<file path="config.mk">
export PLATFORM = sky130hd
export DESIGN_NAME = pipeline_ctrl
export DESIGN_NICKNAME = d
export VERILOG_FILES = /design/src/rtl/pipeline_ctrl_pkg.sv /design/src/rtl/pipeline_ctrl_load_use_detect.sv /design/src/rtl/pipeline_ctrl.sv
export SDC_FILE = /design/constraint.sdc
export NUM_CORES = 1
export LEC_CHECK = 0
export ABC_AREA = 1
export CORE_MARGIN = 5
export CORE_UTILIZATION = 39
export CTS_CLUSTER_DIAMETER = 200
export DETAILED_ROUTE_END_ITERATION = 6
export PLACE_DENSITY = 0.84
export SETUP_SLACK_MARGIN = 0.02
export SLEW_MARGIN = 10
export SYNTH_ARGS = -nofsm -noshare
export SYNTH_HDL_FRONTEND = slang
export SYNTH_SLANG_ARGS = --single-unit
</file>
<file path="constraint.sdc">
create_clock -name clk -period 1.9 [get_ports clk]
set_input_delay 0.19 -clock clk [delete_from_list [all_inputs] [get_ports clk]]
set_output_delay 0.19 -clock clk [all_outputs]
set_load 0.01 [all_outputs]
</file>
<file path="src/rtl/pipeline_ctrl_pkg.sv">
// Shared opcode constants, controller state encoding and operand-usage helpers
// for the RV32I pipeline stall/flush sequencer.
package pipeline_ctrl_pkg;

  localparam logic [6:0] OPC_LUI    = 7'b0110111;
  localparam logic [6:0] OPC_AUIPC  = 7'b0010111;
  localparam logic [6:0] OPC_JAL    = 7'b1101111;
  localparam logic [6:0] OPC_JALR   = 7'b1100111;
  localparam logic [6:0] OPC_BRANCH = 7'b1100011;
  localparam logic [6:0] OPC_LOAD   = 7'b0000011;
  localparam logic [6:0] OPC_STORE  = 7'b0100011;
  localparam logic [6:0] OPC_OP_IMM = 7'b0010011;
  localparam logic [6:0] OPC_OP     = 7'b0110011;

  typedef enum logic [1:0] {
    CTRL_RUN      = 2'd0,
    CTRL_MEM_WAIT = 2'd1,
    CTRL_FAULT    = 2'd3
  } ctrl_state_e;

  function automatic logic uses_rs1(input logic [6:0] op);
    return op inside {OPC_JALR, OPC_BRANCH, OPC_LOAD, OPC_STORE, OPC_OP_IMM, OPC_OP};
  endfunction

  function automatic logic uses_rs2(input logic [6:0] op);
    return op inside {OPC_BRANCH, OPC_STORE, OPC_OP};
  endfunction

endpackage

</file>
<file path="src/rtl/pipeline_ctrl_load_use_detect.sv">
// Flags an ID instruction that reads the destination of a load currently in EX.
module load_use_detect
  import pipeline_ctrl_pkg::*;
(
  input  logic [6:0] id_op,
  input  logic [4:0] id_rs1,
  input  logic [4:0] id_rs2,
  input  logic [6:0] ex_op,
  input  logic [4:0] ex_rd,
  output logic       load_use
);

  logic hit_rs1;
  logic hit_rs2;

  assign hit_rs1  = uses_rs1(id_op) && (ex_rd == id_rs1);
  assign hit_rs2  = uses_rs2(id_op) && (ex_rd == id_rs2);
  assign load_use = (ex_op == OPC_LOAD) && (ex_rd != 5'd0) && (hit_rs1 || hit_rs2);

endmodule

</file>
<file path="src/rtl/pipeline_ctrl.sv">
// Stall/flush sequencer: memory-wait holds, redirect flushes, load-use bubbles
// and a sticky data-memory timeout fault.
module pipeline_ctrl
  import pipeline_ctrl_pkg::*;
#(
  parameter int unsigned MAX_WAIT = 16
) (
  input  logic       clk,
  input  logic       rst,
  input  logic [6:0] id_op,
  input  logic [4:0] id_rs1,
  input  logic [4:0] id_rs2,
  input  logic [6:0] ex_op,
  input  logic [4:0] ex_rd,
  input  logic       ex_branch_taken,
  input  logic       dmem_req,
  input  logic       dmem_ready,
  output logic       pc_sel,
  output logic       hold_pc,
  output logic       hold_ifid,
  output logic       hold_idex,
  output logic       hold_exmem,
  output logic       bubble_ifid,
  output logic       bubble_idex,
  output logic       bubble_memwb,
  output logic [1:0] ctrl_state,
  output logic       mem_timeout
);

  localparam int unsigned WAIT_W = $clog2(MAX_WAIT + 1);
  localparam logic [WAIT_W-1:0] WAIT_LAST = WAIT_W'(MAX_WAIT - 1);

  ctrl_state_e       state, state_nxt;
  logic [WAIT_W-1:0] wait_cnt, wait_cnt_nxt;
  logic              redirect_pending, redirect_pending_nxt;
  logic              mem_stall;
  logic              load_use;

  assign mem_stall  = dmem_req && !dmem_ready;
  assign ctrl_state = state;

  load_use_detect u_load_use_detect (
    .id_op    (id_op),
    .id_rs1   (id_rs1),
    .id_rs2   (id_rs2),
    .ex_op    (ex_op),
    .ex_rd    (ex_rd),
    .load_use (load_use)
  );

  always_ff @(posedge clk or posedge rst) begin
    if (rst) begin
      state            <= CTRL_RUN;
      wait_cnt         <= '0;
      redirect_pending <= 1'b0;
    end else begin
      state            <= state_nxt;
      wait_cnt         <= wait_cnt_nxt;
      redirect_pending <= redirect_pending_nxt;
    end
  end

  always_comb begin
    state_nxt            = state;
    wait_cnt_nxt         = wait_cnt;
    redirect_pending_nxt = redirect_pending;
    pc_sel               = 1'b0;
    hold_pc              = 1'b0;
    hold_ifid            = 1'b0;
    hold_idex            = 1'b0;
    hold_exmem           = 1'b0;
    bubble_ifid          = 1'b0;
    bubble_idex          = 1'b0;
    bubble_memwb         = 1'b0;
    mem_timeout          = 1'b0;

    if (state == CTRL_FAULT) begin
      hold_pc      = 1'b1;
      hold_ifid    = 1'b1;
      hold_idex    = 1'b1;
      hold_exmem   = 1'b1;
      bubble_memwb = 1'b1;
      mem_timeout  = 1'b1;
    end else if (mem_stall) begin
      // A pending redirect or load-use simply waits: EX/ID are frozen.
      hold_pc      = 1'b1;
      hold_ifid    = 1'b1;
      hold_idex    = 1'b1;
      hold_exmem   = 1'b1;
      bubble_memwb = 1'b1;
      wait_cnt_nxt = wait_cnt + 1'b1;
      state_nxt    = (wait_cnt == WAIT_LAST) ? CTRL_FAULT : CTRL_MEM_WAIT;
    end else begin
      wait_cnt_nxt = '0;
      state_nxt    = CTRL_RUN;
      if (ex_branch_taken) begin
        pc_sel               = 1'b1;
        bubble_ifid          = 1'b1;
        bubble_idex          = 1'b1;
        redirect_pending_nxt = 1'b1;
      end else if (redirect_pending) begin
        // Synchronous imem still delivers the wrong-path word this cycle.
        bubble_ifid          = 1'b1;
        redirect_pending_nxt = 1'b0;
      end else if (load_use) begin
        hold_pc     = 1'b1;
        hold_ifid   = 1'b1;
        bubble_idex = 1'b1;
      end
    end

    if (rst) begin
      pc_sel       = 1'b0;
      hold_pc      = 1'b0;
      hold_ifid    = 1'b0;
      hold_idex    = 1'b0;
      hold_exmem   = 1'b0;
      bubble_ifid  = 1'b1;
      bubble_idex  = 1'b1;
      bubble_memwb = 1'b1;
      mem_timeout  = 1'b0;
    end
  end

endmodule

</file>
# Yosys cells after proc, flatten, opt, wreduce, memory -nomap -nowiden
# Index checks and enable logic that the tools add are counted.
dict set report classes {
  n_addsub 1
  mul 0
  n_div 0
  order_cmp 0
  eq_ne 11
  n_shift 0
  mux 28
  bitwise 2
  n_reduce_logical 11
}
# cell count
set ops {}
lappend ops {{two-way mux 1 bit} 25}
lappend ops {{== test 7 x 2 -> 1 bit, second input constant} 2}
lappend ops {{== test 7 x 6 -> 1 bit, second input constant} 2}
lappend ops {{== test 7 bit, second input constant} 2}
lappend ops {{== test 5 bit} 2}
lappend ops {{== test 7 x 5 -> 1 bit, second input constant} 1}
lappend ops {{nonzero test 6 bit} 1}
lappend ops {{adder 5 x 1 -> 5 bit, second input constant} 1}
lappend ops {{== test 5 x 4 -> 1 bit, second input constant} 1}
lappend ops {{logical AND 1 bit} 5}
lappend ops {{two-way mux 5 bit} 1}
lappend ops {{nonzero test 5 bit} 1}
lappend ops {{two-way mux 2 bit} 2}
lappend ops {{nonzero test 3 bit} 1}
lappend ops {{== test 2 bit, second input constant} 1}
lappend ops {{NOT 1 bit} 2}
lappend ops {{AND reduction 2 bit} 1}
lappend ops {{zero test 1 bit} 1}
lappend ops {{logical OR 1 bit} 1}
dict set report word_totals {
  regBits 8
  latchBits 0
  ram_bits 0
  mem_bits_ro 0
  inputBits 34
  out_inout_bits 11
  memories 0
}

# Longest topological paths before layout
# Gate-level depths: netlist of the first run.
dict set report depth {
  ltp_word 11
  depth_mapped 11
  ltp_nobuf 10
}

# Modules after synthesis
# From an unflattened synthesis of the first run, not the netlist that was laid out.
dict set report hier_totals {
  hier_cells 122
  area_unflattened_um2 750.7
}
# mod n_inst cells_per_inst area_per_inst_um2
set modules_own_cells {}
lappend modules_own_cells {pipeline_ctrl 1 59 479.2}
lappend modules_own_cells {load_use_detect 1 63 271.5}

# Worst setup path after synthesis of the first run
# Ideal clock, no wire load.
dict set report synth_path {
  path_type {reg2out}
  start {register state[0] (netlist: ctrl_state[0])}
  end {output hold_pc}
  arrival_time_ps 1129
  required_time_ps 1710
  slack_ps 581
  path_stages_with_launch 8
  n_path_buf 1
  path_cell_list {dfrtp_1 nand2_2 inv_2 nor2_4 nand2_2 nand2_2 a21oi_2 buf_4}
}
dict set report synth_via {
  elab_chain_cells 3
}
# item line_no
set synth_rtl {}
lappend synth_rtl {{start: declaration} pipeline_ctrl.sv:33} ;# ctrl_state_e state, state_nxt;
lappend synth_rtl {{start signal: assignment} pipeline_ctrl.sv:57} ;# state <= state_nxt;
lappend synth_rtl {{== test 2 bit} pipeline_ctrl.sv:77} ;# if (state == CTRL_FAULT) begin
lappend synth_rtl {{two-way mux 1 bit (2 in series)} --}
lappend synth_rtl {{end: declaration} pipeline_ctrl.sv:19} ;# output logic hold_pc,
# No other way between the ends.

# Worst setup path after layout of the first run
dict set report layout_path {
  start {input dmem_req}
  end {output bubble_memwb}
}
dict set report layout_via {
  elab_chain_cells 4
}
# item line_no
set layout_rtl {}
lappend layout_rtl {{start: declaration} pipeline_ctrl.sv:16} ;# input logic dmem_req,
lappend layout_rtl {{logical AND 1 bit} pipeline_ctrl.sv:39} ;# assign mem_stall = dmem_req && !dmem_ready;
lappend layout_rtl {{two-way mux 1 bit} pipeline_ctrl.sv:84} ;# end else if (mem_stall) begin
lappend layout_rtl {{two-way mux 1 bit} pipeline_ctrl.sv:77}
lappend layout_rtl {{two-way mux 1 bit} pipeline_ctrl.sv:112} ;# if (rst) begin
lappend layout_rtl {{end: declaration} pipeline_ctrl.sv:25} ;# output logic bubble_memwb,
# No other way between the ends.

==> reports/qor.csv, run 1 <==
stage;metric;value;unit
floorplanning;die_area;0.00282;mm2
clock_network;cts_buffers;3;
pwr;leakage;0.650;nW
logic_synthesis;synthSimpleGateAreaFrac;42.1;%
detailed_routing;drt_iter0_drc;21;
flow_run;cap_violations;0;
worst_setup_path;start_kind;primary input;
run_status;status;completed;
timing;maxSlewViolCount;0;
final_layout;area_delta_synth_final;73.1;%
detailed_routing;final_antenna_net_count;0;
final_layout;most-common-layout-cells;nand2_1 (36), clkdlybuf4s50_1 (36), inv_1 (15);
logic_synthesis;synthAdderAreaFrac;3.45;%
clock_network;holdBufCountCts;0;
logic_synthesis;synth-xor-area-share;3.63;%
final_layout;num_antenna_cells;0;
clock_network;h-tree-depth;1;
logic_synthesis;synth.avg_cell_area;6.09;um2
clock_network;cts_tree;built;
timing;final_hold_viol_count;0;
placement;dp_hpwl;1890;um
logic_synthesis;netlist_area;724;um2
worst_setup_path;required;1710;ps
timing;finalCritPeriodShare;94.4;%
final_layout;final_util;71.8;%
pwr;power_density;429;mW/mm2
final_layout;final_nets;210;
clock_network;cts.path.max_buffers;2;
clock_network;clkLatencyLatePin;250;ps
final_layout;drive_gt1_share;21.5;%
logic_synthesis;synthMuxAreaShare;0;%
global_route;grt_pass1_wl;3350;um
floorplanning;die_y;53.1;um
timing;timing.fmax;557;MHz
logic_synthesis;synth_compound_area_share;8.12;%
pwr;ir_drop;0.355;mV
floorplanning;start_util;41.5;%
global_route;grt_start_max_net_pins;7;
global_route;antenna_found_initial;0;
floorplanning;num_rows;15;
logic_synthesis;netlist_instances;119;
pwr;finalPower;0.000538;W
worst_setup_path;end_kind;output port;
detailed_routing;vias_per_cell;4.48;
logic_synthesis;synth_top_family_by_area;simple AND/OR/NAND/NOR gates;
timing;clock_skew;6.70;ps
detailed_routing;first_pass_iters;5;
global_route;grtUsageTotal;16.0;%
clock_network;cts.sinks;8;
detailed_routing;drt-total-wl;2130;um
detailed_routing;vias;883;
logic_synthesis;yosysUniqueCellTypes;22;
timing;rsz0062_at_grt;false;
final_layout;fill_cells;161;
placement;io_buffers;44;
timing;slew_headroom;86.4;%
floorplanning;ios;45;
floorplanning;core_area;0.00175;mm2
logic_synthesis;ys_seq_area_share;27.6;%
placement;gp_congestion;0.811;
clock_network;cts-root-buf;clkbuf_4;
timing;finalSetupViolations;0;
detailed_routing;wire_per_inst;10.8;um
logic_synthesis;synthesis.nets;155;
logic_synthesis;ys_warn_count;0;
min_path;hp-class;primary input to async pin;
worst_setup_path;path_class;primary input to output port;
worst_setup_path;critPathMaxFanout;4;
timing;max_slew.worst_pin.slew;203;ps
worst_setup_path;cp.arrival;1600;ps
final_layout;finish.instance_area;0.00125;mm2
global_route;overflow;0;
global_route;grt_pass1_vias;823;
placement;placed_area;0.00123;mm2
detailed_routing;route.detailed.drc;0;
floorplanning;fp.dieW;53.1;um
logic_synthesis;synth_seq_cells;8;
clock_network;clk_pin_slew;60;ps
timing;post-route-min-period;1790;ps
layer usage:
| layer | track usage [%] | vias to the layer above | wire length [um] |
|---|---|---|---|
| met2 | 28.7 | 34 | 1050 |
| met3 | 4.79 | 0 | 179 |
| li1 | - | 466 | - |
| met1 | 18.1 | 383 | 903 |
| met5 | 0 | - | 0 |
| met4 | 4.68 | 0 | 0 |
logic make-up after synthesis:
group | Yosys count
adder cells (fa/ha/maj) | 2
buffers and inverters | 27
XOR/XNOR | 3
flip-flops | 8
AO/OA/AOI/OAI | 10
AND/OR/NAND/NOR | 69
state kept, by name, indices dropped and copies added (netlist names):
name              flops
wait_cnt              5
ctrl_state            2
redirect_pending      1
metrics by stage:
step	hold slack (ps)	instances	TNS [ps]	setup WS, ps
floorplan	29.5	119	0	581
global placement	497	192	-514	-181
detailed placement	517	192	-683	-227
CTS	340	197	0	45.7
global route	374	197	0	42.8
finish	348	197	0	106
worst max-delay path, stage by stage:
cell	delay, ps
clkdlybuf4s50_1	460
inv_1	60
nor2_4	110
nor2_4	70
buf_4	130
nand2_1	50
clkdlybuf4s50_1	530
area by class of cell:
class | count | area [um2] | share of cell area (%)
Clock buffer | 3 | 22.5 | 1.80
Inverter | 25 | 93.8 | 7.49
Multi-Input combinational cell | 84 | 423 | 33.7
Sequential cell | 8 | 200 | 16.0
Tap cell | 25 | 31.3 | 2.50
Timing Repair Buffer | 52 | 483 | 38.5
timing repair:
item	in CTS	in global routing
endpoints found under the setup margin	5	4
setup buffers	2	0
gates cloned	0	0
gates resized for setup	7	10
pin swaps	1	0
path summary, 6_finish.rpt:
path,endpoint,cells past startpoint,from,slack (ps)
setup / recovery,bubble_memwb,7,dmem_req,110
hold / removal,ctrl_state[1]$_DFFE_PP0N_,3,rst,350
setup reg to reg,wait_cnt[4]$_DFFE_PP0N_,5,wait_cnt[1]$_DFFE_PP0N_,700
hold reg to reg,wait_cnt[1]$_DFFE_PP0N_,2,wait_cnt[1]$_DFFE_PP0N_,530
max in group asynchronous,wait_cnt[2]$_DFFE_PP0N_,3,rst,1430
min in group clk,wait_cnt[1]$_DFFE_PP0N_,2,wait_cnt[1]$_DFFE_PP0N_,530
synth_stat cells:
master | n | area, um2
nand2_1 | 36 | 135
inv_1 | 16 | 60.1
a21oi_2 | 1 | 8.76
dfrtp_1 | 8 | 200
nor2_4 | 1 | 11.3
nor2_2 | 4 | 25.0
o21ai_2 | 1 | 8.76
o21ai_1 | 2 | 10.0
a21oi_1 | 4 | 20.0
ha_1 | 2 | 25.0
nand3_1 | 6 | 30.0
o22ai_1 | 1 | 6.26
nand3_2 | 1 | 10.0
xnor2_1 | 2 | 17.5
clkinv_1 | 1 | 3.75
nor3_1 | 2 | 10.0
nand2_2 | 5 | 31.3
o21ai_0 | 1 | 5.00
buf_4 | 2 | 15.0
nor2_1 | 14 | 52.6
xor2_1 | 1 | 8.76
inv_2 | 8 | 30.0
power breakdown:
| part | internal [W] | leakage (nW) | total, W | switching (W) |
|---|---|---|---|---|
| registers | 0.000188 | 0.107 | 0.000199 | 0.0000109 |
| logic | 0.000119 | 0.530 | 0.000210 | 0.0000913 |
| clock network | 0.0000722 | 0.0138 | 0.000129 | 0.0000566 |
Note: power is estimated with default switching activity, not from simulation.
==> run 2, diff against run 1 <==
- GPL_ROUTABILITY_DRIVEN: not set -> 1
==> results of run 2 <==
Final layout, timing and power as in run 1 (identical DEF).
